`config.mk`:
```
export PLATFORM = sky130hd
export DESIGN_NAME = jb_cntr_p2s_mc
export DESIGN_NICKNAME = d
export VERILOG_FILES = /design/src/rtl/jb_cntr_pkg.sv /design/src/rtl/jb_cntr_p2s_ch.sv /design/src/rtl/jb_cntr_p2s_mc.sv
export SDC_FILE = /design/constraint.sdc
export NUM_CORES = 1
export LEC_CHECK = 0
export ABC_AREA = 1
export CAP_MARGIN = 20
export CORE_MARGIN = 3
export CORE_UTILIZATION = 51
export CTS_BUF_LIST = sky130_fd_sc_hd__clkbuf_8 sky130_fd_sc_hd__clkbuf_16
export DETAILED_ROUTE_END_ITERATION = 10
export PLACE_DENSITY_LB_ADDON = 0.05
export SKIP_CTS_REPAIR_TIMING = 1
export SYNTH_ARGS = -nofsm -noshare
export SYNTH_HDL_FRONTEND = slang
export SYNTH_SLANG_ARGS = --single-unit
```
`constraint.sdc`:
```
create_clock -name clk -period 11.3 [get_ports clk]
set_input_delay 2.26 -clock clk [delete_from_list [all_inputs] [get_ports clk]]
set_output_delay 2.26 -clock clk [all_outputs]
set_load 0.1 [all_outputs]
```
`src/rtl/jb_cntr_pkg.sv`:
```
// Shared types for the multi-channel P2S sequence counter.
package jb_cntr_pkg;

    typedef enum logic {CNT_ONESHOT, CNT_CONT} cnt_mode_t;
    typedef enum logic {ST_IDLE, ST_RUN} cnt_state_t;

    localparam int DEF_COUNT_WIDTH = 39;

endpackage

```
`src/rtl/jb_cntr_p2s_ch.sv`:
```
// One counter channel: edge detect, FSM, max/mode shadows and last flag.
// JB_CNTR_P2S_MC_RETRIG_EN: a rising enable during RUN restarts the run.
module jb_cntr_p2s_ch
    import jb_cntr_pkg::*;
#(
    parameter int COUNT_WIDTH = DEF_COUNT_WIDTH
) (
    input  logic                   clk,
    input  logic                   reset,
    input  logic                   enable,
    input  logic                   stop,
    input  logic                   hold,
    input  logic                   mode,
    input  logic [COUNT_WIDTH-1:0] max_value,
    output logic [COUNT_WIDTH-1:0] cntr,
    output logic                   busy,
    output logic                   last
);

    cnt_state_t             state;
    cnt_mode_t              mode_sh;
    logic [COUNT_WIDTH-1:0] max_sh;
    logic [COUNT_WIDTH-1:0] cntr_inc;
    logic                   enable_d1;
    logic                   start;

    assign start    = enable & ~enable_d1;
    assign cntr_inc = cntr + 1'b1;
    assign busy     = (state == ST_RUN);

    // Terminal compare drives the wrap, so an all-ones max never overflows.
    always_ff @(posedge clk or posedge reset) begin
        if (reset) begin
            state     <= ST_IDLE;
            mode_sh   <= CNT_ONESHOT;
            max_sh    <= '0;
            cntr      <= '0;
            last      <= 1'b0;
            enable_d1 <= 1'b1;
        end else begin
            enable_d1 <= enable;
            unique case (state)
                ST_IDLE: begin
                    if (start && !stop && max_value != '0) begin
                        max_sh  <= max_value;
                        mode_sh <= cnt_mode_t'(mode);
                        cntr    <= COUNT_WIDTH'(1);
                        last    <= (max_value == COUNT_WIDTH'(1));
                        state   <= ST_RUN;
                    end
                end
                ST_RUN: begin
                    if (stop) begin
                        cntr  <= '0;
                        last  <= 1'b0;
                        state <= ST_IDLE;
                    end
`ifdef JB_CNTR_P2S_MC_RETRIG_EN
                    else if (start) begin
                        max_sh  <= max_value;
                        mode_sh <= cnt_mode_t'(mode);
                        if (max_value != '0) begin
                            cntr <= COUNT_WIDTH'(1);
                            last <= (max_value == COUNT_WIDTH'(1));
                        end else begin
                            cntr  <= '0;
                            last  <= 1'b0;
                            state <= ST_IDLE;
                        end
                    end
`endif
                    else if (hold) begin
                        cntr <= cntr;
                    end else if (cntr < max_sh) begin
                        cntr <= cntr_inc;
                        last <= (cntr_inc == max_sh);
                    end else if (mode_sh == CNT_CONT && enable) begin
                        cntr <= COUNT_WIDTH'(1);
                        last <= (max_sh == COUNT_WIDTH'(1));
                    end else begin
                        cntr  <= '0;
                        last  <= 1'b0;
                        state <= ST_IDLE;
                    end
                end
                default: state <= ST_IDLE;
            endcase
        end
    end

endmodule

```
`src/rtl/jb_cntr_p2s_mc.sv`:
```
// Multi-channel P2S sequence counter; channels are fully independent.
// JB_CNTR_P2S_MC_RETRIG_EN enables restart-on-rising-enable during RUN.
module jb_cntr_p2s_mc
    import jb_cntr_pkg::*;
#(
    parameter int NUM_CH      = 4,
    parameter int COUNT_WIDTH = DEF_COUNT_WIDTH
) (
    input  logic                          clk,
    input  logic                          reset,
    input  logic [NUM_CH-1:0]             enable,
    input  logic [NUM_CH-1:0]             stop,
    input  logic [NUM_CH-1:0]             hold,
    input  logic [NUM_CH-1:0]             mode,
    input  logic [NUM_CH*COUNT_WIDTH-1:0] max_value,
    output logic [NUM_CH*COUNT_WIDTH-1:0] cntr,
    output logic [NUM_CH-1:0]             busy,
    output logic [NUM_CH-1:0]             last
);

    for (genvar i = 0; i < NUM_CH; i++) begin : g_ch
        jb_cntr_p2s_ch #(
            .COUNT_WIDTH(COUNT_WIDTH)
        ) u_ch (
            .clk      (clk),
            .reset    (reset),
            .enable   (enable[i]),
            .stop     (stop[i]),
            .hold     (hold[i]),
            .mode     (mode[i]),
            .max_value(max_value[i*COUNT_WIDTH +: COUNT_WIDTH]),
            .cntr     (cntr[i*COUNT_WIDTH +: COUNT_WIDTH]),
            .busy     (busy[i]),
            .last     (last[i])
        );
    end

endmodule

```
==> impl_metrics.py <==
metrics = {
    "synth": {
        "yosys.area.top_type_share_pct": 33.16,
        "synth.most_common_cell": "nand2_1",
        "ys_types": 51,
        "synth-seq-cells": 328,
        "synth_cells": 3513,
        "ys_warn_count": 0,
        "seq_area_frac_synth_pct": 33.59,
        "postSynthNetCount": 3851,
        "yosys-top-cells-count": "nand2_1, inv_1, nor2_1, dfrtp_1, nand3_1",
        "postSynthAreaPerCell_um2": 6.959,
        "synth_edf_count": 0,
        "async_flop_share_pct": 100.0,
        "yosys.area.top_type": "dfrtp_1",
        "syn_area_um2": 24450,
        "synth-main-ff-cell": "dfrtp_1",
        "synth.area.top_cells": "dfrtp_1, nand2_1, ha_1",
    },
    "die": {
        "die_h_um": 224.9,
        "start_util_pct": 52.07,
        "coreArea_um2": 46950,
        "die_area_um2": 50600,
        "io_pins": 338,
        "rows": 79,
        "die_x_um": 224.9,
    },
    "clocking": {
        "clock-sinks": 328,
        "numCtsBuffers": 39,
        "cts_tree": "yes",
        "clock_latency_ns": 0.57,
        "htree_num_levels": 2,
        "cts.clk_slew.worst_paths_ns": 0.06,
        "clockBufferDepth": 3,
        "clockRootBuffer": "clkbuf_16",
    },
    "critical_path": {
        "reg2reg_depth": 10,
        "r2r_slack_ns": 7.95,
        "crit_top_cell": "inv_2",
        "cpMaxStageDelayCell": "nor4_1",
        "crit_path_end_kind": "register",
        "startpoint_type": "input pin",
        "critPathRequiredTime_ns": 11.76,
        "reg2reg_to": "g_ch[1].u_ch.cntr[13]",
        "crit_arrival_ns": 5.63,
        "crit_path_cell_trace": "clkdlybuf4s50_1 > or2_2 > nor4_1 > nand3_1 > nand2_1 > buf_4 > inv_2 > nor2_4 > inv_2 > nor2_1 > a21oi_2",
        "crit_fanout": 49,
        "cpPeakStageDelay_ns": 0.73,
        "criticalPathCategory": "in -> reg",
        "r2r-start": "g_ch[1].u_ch.cntr[36]",
    },
    "global_routing": {
        "grt_pass1_wl_um": 131900,
        "grt_overflow_total": 0,
        "antenna_found_initial": 0,
        "track_usage_pct": 32.46,
        "grt_max_degree": 169,
        "grt_pass1_vias": 24821,
    },
    "power_and_ir_drop": {
        "ir_drop_uv": 105.5,
        "p_leak_nw": 13.47,
        "powerDensity_nw_per_um2": 121.2,
    },
    "worst_hold_path": {
        "worst_hold_path.endpoint": "g_ch[1].u_ch.mode_sh",
        "hold_path.class": "reg -> reg",
        "whs_path_depth": 2,
        "min-delay-start": "g_ch[1].u_ch.mode_sh",
    },
    "detailed_routing": {
        "drtPass1Iterations": 6,
        "via_per_inst": 5.715,
        "vias": 25545,
        "wl_per_cell_um": 18.66,
        "drc": 0,
        "drt_iter0_drc": 2312,
        "totalWireLength_um": 83410,
        "ant_nets": 0,
    },
    "sta": {
        "slew_violations": 0,
        "slew_headroom_pct": 25.64,
        "finClkSkew_ns": 0.02390,
        "fmax_mhz": 193.3,
        "period_needed_ns": 5.174,
        "fin_tns_setup_ns": 0,
        "setup_ws_ns": 6.126,
        "whs_ns": 0.4771,
        "rsz0062_at_grt": "no",
        "worstMarginPinSlew_ns": 1.112,
        "final-hold-violation-count": 0,
        "setup_viol": 0,
        "fin_crit_sh_pct": 45.79,
    },
    "place": {
        "dp_hpwl_um": 64590,
        "dpl.cell_count": 4400,
        "pre_cts_ws_ns": 5.578,
        "gp_congestion": 0.9755,
        "io_buffers": 337,
    },
    "cells_and_area": {
        "layout-drive-gt1-share_pct": 4.116,
        "finish.utilization_pct": 62.97,
        "fillers": 4252,
        "layout.cells.non_filler": 4470,
        "nets": 4173,
        "syn_to_final_growth_pct": 20.94,
        "antenna_cells": 0,
    },
    "flow_run": {
        "maxCapViolCount": 0,
    },
    "run_status": {
        "outcome": "complete, no violations",
    },
}
==> where the power goes <==
group	switching, W	internal [W]
Combinational	0.000586	0.000317
Sequential	0.000103	0.00131
Clock	0.000533	0.000736
Total	0.00122	0.00236
==> stage by stage <==
step	instance area [um^2]	total power, W
after CTS	29550	0.003596
after global placement	28290	0.002299
final	29570	0.003584
after detailed placement	28290	0.002324
after floorplan	24450	0.002035
after global routing	29570	0.003770
==> critical path: cells and delay by family <==
kind,cells,cell delay [ns]
AO/OA/AOI/OAI,1,0.04
buffers and inverters,4,1.48
AND/OR/NAND/NOR,6,1.83
==> state kept, by name, summed over array words and instances (netlist names) <==
name and count:
g_ch.u_ch.enable_d1 4, g_ch.u_ch.max_sh 156, g_ch.u_ch.busy 4, g_ch.u_ch.mode_sh 4, g_ch.u_ch.cntr 156, g_ch.u_ch.last 4
==> metal layers <==
layer  up-vias  global-route usage [%]  share of wire [%]
met4         0                   11.36                3.5
met1     12123                   43.66                 43
li1      12261                       -                  -
met2       992                   54.15                 47
met3       169                   4.364                7.0
met5         -                       0                  0
==> worst max-delay path by stage <==
| stage | end | cells after the start | from | slack, ns |
|---|---|---|---|---|
| CTS | g_ch[2].u_ch.last | 11 | max_value[105] | 6.16 |
| detailed placement | g_ch[2].u_ch.last | 11 | max_value[105] | 5.58 |
| finish | g_ch[2].u_ch.last | 11 | max_value[105] | 6.13 |
| global route | g_ch[2].u_ch.last | 11 | max_value[105] | 5.93 |
| floorplan | g_ch[0].u_ch.busy | 1 | reset | 4.66 |
| global placement | g_ch[2].u_ch.last | 11 | max_value[105] | 5.69 |
==> cell type report <==
class | count | area (um^2) | share of cell area (%)
Sequential cell | 328 | 8213 | 27.78
Clock inverter | 17 | 110.1 | 0.3724
Clock buffer | 52 | 1155 | 3.906
Tap cell | 607 | 759.5 | 2.569
Timing Repair Buffer | 347 | 3468 | 11.73
Inverter | 452 | 1700 | 5.751
Multi-Input combinational cell | 2667 | 14160 | 47.89
==> cell families after synthesis <==
kind of cell / Yosys count / share of synthesized area [%]
xor gates and xnor gates: 81 / 4.033
adders and majority gates: 164 / 8.393
AOI/OAI and AO/OA: 469 / 10.65
muxes: 2 / 0.09212
DFF: 328 / 33.59
buffers and inverters: 518 / 8.491
and+or+nand+nor: 1951 / 34.75
==> cell usage in the layout (no fill, tap or decap), drive strengths merged, types with 5 or more instances in the layout <==
| master | count |
|---|---|
| a21oi | 115 |
| and2 | 10 |
| buf | 10 |
| clkbuf | 52 |
| clkdlybuf4s50 | 337 |
| clkinv | 10 |
| dfrtp | 324 |
| ha | 164 |
| inv | 456 |
| nand2 | 1072 |
| nand3 | 300 |
| nand4 | 104 |
| nor2 | 385 |
| nor3 | 42 |
| nor4 | 28 |
| o211ai | 13 |
| o21a | 5 |
| o21ai | 201 |
| o22ai | 115 |
| xnor3 | 19 |
| xor2 | 58 |
Power figures use the tool's default switching activity.
